--- src/rtl/uart_pkg.sv ---
// uart_pkg: frame state encoding shared by the UART transmit and receive paths
package uart_pkg;
   typedef enum logic [2:0] {UART_IDLE, UART_START, UART_DATA, UART_PARITY, UART_STOP} uart_state;
endpackage

--- src/rtl/uart_tx_parity.sv ---
// parity: odd-parity bit of a data word
module parity #(
   parameter int BITS = 8
) (
   input  logic [BITS-1:0] data,
   output logic            odd
);
   assign odd = ~^data;
endmodule

--- src/rtl/uart_tx.sv ---
// uart_tx: UART/UPDI frame serializer, one frame bit per clk, with half-duplex drive enable
module uart_tx
   import uart_pkg::*;
#(
   parameter int    DATA_BITS  = 8,
   parameter string PARITY_BIT = "none",
   parameter int    STOP_BITS  = 1
) (
   input  logic                 clk,
   input  logic                 rst,
   input  logic [DATA_BITS-1:0] tx_data,
   input  logic                 tx_data_valid,
   output logic                 tx_ready,
   output logic                 tx,
   output logic                 tx_en,
   output logic                 tx_done
);
   localparam int W = $clog2(DATA_BITS + 1);
   localparam bit PAR_EN = PARITY_BIT != "none";
   localparam bit PAR_EVEN = PARITY_BIT == "even";
   if (DATA_BITS < 5 || DATA_BITS > 9 || (STOP_BITS != 1 && STOP_BITS != 2) ||
       !(PARITY_BIT == "none" || PARITY_BIT == "even" || PARITY_BIT == "odd")) begin : g_bad_param
      $error("uart_tx: unsupported DATA_BITS/PARITY_BIT/STOP_BITS");
   end
   uart_state state, state_n;
   logic [W-1:0] cnt, cnt_n;
   logic [DATA_BITS-1:0] sh, sh_n;
   logic par, par_n, odd, last_stop, hs, tx_n;
   parity #(.BITS(DATA_BITS)) u_parity (.data(tx_data), .odd(odd));
   assign last_stop = state == UART_STOP && cnt == W'(STOP_BITS - 1);
   assign tx_ready = !rst && (state == UART_IDLE || last_stop);
   assign hs = tx_data_valid && tx_ready;
   // tx is registered from the state being entered, so the start bit appears right at the handshake edge
   always_comb begin
      state_n = state;
      cnt_n = cnt;
      sh_n = hs ? tx_data : sh;
      par_n = hs ? (PAR_EVEN ? ~odd : odd) : par;
      case (state)
         UART_IDLE: state_n = hs ? UART_START : UART_IDLE;
         UART_START: begin
            state_n = UART_DATA;
            cnt_n = '0;
         end
         UART_DATA:
            if (cnt == W'(DATA_BITS - 1)) begin
               state_n = PAR_EN ? UART_PARITY : UART_STOP;
               cnt_n = '0;
            end else begin
               cnt_n = cnt + W'(1);
               sh_n = sh >> 1;
            end
         UART_PARITY: begin
            state_n = UART_STOP;
            cnt_n = '0;
         end
         UART_STOP:
            if (last_stop) begin
               state_n = hs ? UART_START : UART_IDLE;
               cnt_n = '0;
            end else begin
               cnt_n = cnt + W'(1);
            end
         default: state_n = UART_IDLE;
      endcase
      tx_n = state_n == UART_DATA ? sh_n[0] : state_n == UART_PARITY ? par : state_n != UART_START;
   end
   always_ff @(posedge clk) begin
      if (rst) begin
         state <= UART_IDLE;
         cnt <= '0;
         tx <= 1'b1;
         tx_en <= 1'b0;
         tx_done <= 1'b0;
      end else begin
         state <= state_n;
         cnt <= cnt_n;
         sh <= sh_n;
         par <= par_n;
         tx <= tx_n;
         tx_en <= state_n != UART_IDLE;
         tx_done <= last_stop;
      end
   end
endmodule

--- config.mk ---
export PLATFORM = sky130hd
export DESIGN_NAME = uart_tx
export DESIGN_NICKNAME = d
export VERILOG_FILES = /design/src/rtl/uart_pkg.sv /design/src/rtl/uart_tx_parity.sv /design/src/rtl/uart_tx.sv
export SDC_FILE = /design/constraint.sdc
export NUM_CORES = 1
export LEC_CHECK = 0
export ABC_AREA = 1
export CAP_MARGIN = 20
export CORE_MARGIN = 8
export CORE_UTILIZATION = 40
export CTS_CLUSTER_DIAMETER = 120
export DETAILED_ROUTE_END_ITERATION = 7
export GPL_TIMING_DRIVEN = 0
export RECOVER_POWER = 25
export REMOVE_ABC_BUFFERS = 1
export SYNTH_ARGS = -nofsm -noshare
export SYNTH_HDL_FRONTEND = slang
export SYNTH_SLANG_ARGS = --single-unit
--- constraint.sdc ---
create_clock -name clk -period 1.8 [get_ports clk]
set_input_delay 0.36 -clock clk [delete_from_list [all_inputs] [get_ports clk]]
set_output_delay 0.36 -clock clk [all_outputs]
set_load 0.03 [all_outputs]
==> impl_metrics.env <==
export IMPL_grt_max_degree=18
export IMPL_drt_pre_antenna_iters=4
export IMPL_max_clock_freq_ghz=0.579
export IMPL_endpoint_kind="primary output"
export IMPL_reg_to_reg_slack_setup_ps=270
export IMPL_finalSetupTns_ps=0
export IMPL_rows=18
export IMPL_finished_cell_area_um2=1180
export IMPL_design_power_total_w=0.000914
export IMPL_yosysWarningCount=0
export IMPL_cap_violations=0
export IMPL_gp_routability_congestion=0.730
export IMPL_synth_cell_type_count=29
export IMPL_max_clock_path_buffers=2
export IMPL_dieWidth_um=65.7
export IMPL_detailroute_via_count=741
export IMPL_fp_dieH_um=65.7
export IMPL_finalSetupViolCount=0
export IMPL_grt_pass1_wl_um=3160
export IMPL_cp_arrival_ps=1370
export IMPL_gr_total_overflow=0
export IMPL_critical_path_peak_fanout=3
export IMPL_io_buffers=14
export IMPL_grt_setup_unrepaired="false"
export IMPL_seqPwrFrac=0.528
export IMPL_leak_pwr_nw=0.475
export IMPL_viasPerCell=4.78
export IMPL_number_of_antenna_violations_at_the_first_check_in_global_routing=0
export IMPL_p_comb_frac=0.245
export IMPL_outcome="completed"
export IMPL_number_of_storage_elements_in_the_synthesis_netlist=18
export IMPL_fillCellCount=233
export IMPL_num_antenna_cells=0
export IMPL_ys_flop_type="sky130_fd_sc_hd__dfxtp_1"
export IMPL_ys_seq_area_frac=0.445
export IMPL_post_drt_wl_per_cell_um=11.6
export IMPL_register_area_um2=443
export IMPL_drt_antenna_violating_nets=0
export IMPL_finalWirelength_um=1800
export IMPL_design_die_area_um2=4320
export IMPL_crit_type="reg2out"
export IMPL_clk_pin_slew_worst_paths_ps=110
export IMPL_dp_hpwl_um=1390
export IMPL_p_sw_frac=0.292
export IMPL_power_internal_w=0.000647
export IMPL_area_growth_syn_to_layout_pct=19.6
export IMPL_cts_hold_buf=0
export IMPL_switching_power_w=0.000267
export IMPL_finalCriticalPeriod_ps=1730
export IMPL_cts_inserted_buffers=3
export IMPL_initial_core_utilization=0.411
export IMPL_top_level_ports=15
export IMPL_layout_drive_gt1_share=0.248
export IMPL_irDropWorstVdd_mv=0.461
export IMPL_worstSetupStartpointType="register"
export IMPL_skew_pair_late_insertion_delay_ps=290
export IMPL_cts_setup_buffers=0
export IMPL_synth_enable_flop_cells=8
export IMPL_post_dp_cell_area_um2=1150
export IMPL_hold_viol=0
export IMPL_design_core_area_um2=2410
export IMPL_fin_crit_sh=0.960
export IMPL_clockPowerShare=0.227
export IMPL_max_slew_margin_rel=0.744
export IMPL_worst_endpoint_required_ps=1440
export IMPL_clock_skew_ps=7.29
export IMPL_cts_htree_levels=1
export IMPL_track_usage=0.0933
export IMPL_min_path_type="reg2reg"
export IMPL_worst_pin_slew_ps=383
export IMPL_grt_pass1_vias=713
export IMPL_synth_avg_cell_area_um2=9.08
export IMPL_cts_tree="built"
export IMPL_remaining_drc_errors=0
export IMPL_synth_async_sr_flop_share=0
export IMPL_layout_nets=139
export IMPL_root_buffer="sky130_fd_sc_hd__clkbuf_4"
export IMPL_final_util=0.491
export IMPL_final_max_slew_violation_count=0
export IMPL_synth_cells=109
export IMPL_power_density_nw_per_um2=772
export IMPL_multi_input_area_um2=467
export IMPL_cell_area_after_technology_mapping_um2=990
export IMPL_whs_ps=490
export IMPL_numClockSinks=18
export IMPL_number_of_drc_markers_after_the_initial_detailed_route_iteration=48
==> worst max-delay path, cell delays in order (launching register included) <==
cell	delay (ps)
sky130_fd_sc_hd__dfxtp_2	350
sky130_fd_sc_hd__inv_1	70
sky130_fd_sc_hd__ha_1	210
sky130_fd_sc_hd__nand2_2	110
sky130_fd_sc_hd__nand2_4	80
sky130_fd_sc_hd__nand2_2	70
sky130_fd_sc_hd__inv_1	40
sky130_fd_sc_hd__buf_4	160
==> what timing repair did <==
action | in CTS | in global routing
endpoints found under the setup margin | 1 | 1
pin swaps | 0 | 1
gates resized for setup | 7 | 5
==> per-stage QoR <==
step | cells | setup WS, ps
2_1_floorplan | 107 | 422
3_3_place_gp | 151 | -544
3_5_place_dp | 151 | -559
4_1_cts | 155 | 23.1
5_1_grt | 155 | 2.96
6_report | 155 | 72.4
==> cell usage after synthesis, types with 2 or more instances <==
cell type | instances | area share
sky130_fd_sc_hd__o21ai_1 | 14 | 0.071
sky130_fd_sc_hd__inv_1 | 13 | 0.049
sky130_fd_sc_hd__a21oi_1 | 12 | 0.061
sky130_fd_sc_hd__dfxtp_1 | 10 | 0.20
sky130_fd_sc_hd__edfxtp_1 | 8 | 0.24
sky130_fd_sc_hd__nand2_1 | 6 | 0.023
sky130_fd_sc_hd__nand2_2 | 6 | 0.038
sky130_fd_sc_hd__inv_2 | 5 | 0.019
sky130_fd_sc_hd__nor2_1 | 5 | 0.019
sky130_fd_sc_hd__nand3_1 | 3 | 0.015
sky130_fd_sc_hd__nor2_4 | 3 | 0.034
sky130_fd_sc_hd__o21ai_0 | 3 | 0.015
sky130_fd_sc_hd__ha_1 | 2 | 0.025
sky130_fd_sc_hd__nand4_1 | 2 | 0.013
sky130_fd_sc_hd__nor2_2 | 2 | 0.013
sky130_fd_sc_hd__o21ai_2 | 2 | 0.018
==> state kept, by name, indices dropped and copies added, names as in the netlist <==
name	flops
tx_done	1
tx_en	1
sh	8
tx	1
state	3
cnt	4
==> cells by family after synthesis <==
group / after synthesis / synth area share
simple gates: 34 / 0.231
compound gates: 33 / 0.198
buf+inv: 21 / 0.0910
fa+ha+maj: 2 / 0.0253
flops: 18 / 0.445
xor+xnor: 1 / 0.00885
==> layer usage <==
layer  share of wire  global-route usage
met5               0                   0
met2            0.46               0.140
met4          0.0089              0.0518
met3           0.042              0.0272
met1            0.49               0.116
==> worst paths after layout <==
check,endpoint,cells past startpoint,startpoint
worst max-delay path,tx_ready,7,cnt[0]
worst min register to register,cnt[0],2,cnt[0]
worst max register to register,sh[0],8,cnt[0]
worst min-delay path,cnt[0],2,cnt[0]
==> power groups by stage <==
stage               clock, W  combinational (W)  sequential, W
floorplan                  0           0.000149       0.000499
global placement           0           0.000222       0.000490
detailed placement         0           0.000226       0.000492
CTS                 0.000218           0.000223       0.000483
global route        0.000236           0.000254       0.000487
finish              0.000208           0.000224       0.000483
==> final cells by class <==
class,count,area share
Multi-Input combinational cell,70,0.394
Sequential cell,18,0.374
Inverter,19,0.0624
Timing Repair Buffer,14,0.115
Tap cell,30,0.0317
Clock buffer,4,0.0222
==> cells in the final DEF, fill, tap and decap left out, types with 2 or more instances in the layout <==
master and count:
sky130_fd_sc_hd__nand2_4 2, sky130_fd_sc_hd__o21ai_0 3, sky130_fd_sc_hd__a21oi_1 12, sky130_fd_sc_hd__o21ai_2 2
sky130_fd_sc_hd__nand2_1 5, sky130_fd_sc_hd__edfxtp_1 8, sky130_fd_sc_hd__clkdlybuf4s50_1 12, sky130_fd_sc_hd__nand3_1 3
sky130_fd_sc_hd__clkbuf_4 3, sky130_fd_sc_hd__nor2_2 2, sky130_fd_sc_hd__nor2_4 3, sky130_fd_sc_hd__dfxtp_1 8
sky130_fd_sc_hd__nand4_1 2, sky130_fd_sc_hd__inv_1 14, sky130_fd_sc_hd__o21ai_1 14, sky130_fd_sc_hd__dfxtp_2 2
sky130_fd_sc_hd__inv_2 4, sky130_fd_sc_hd__nor2_1 5, sky130_fd_sc_hd__nand2_2 6, sky130_fd_sc_hd__ha_1 2
No activity file was read; power rests on OpenSTA's default activity.
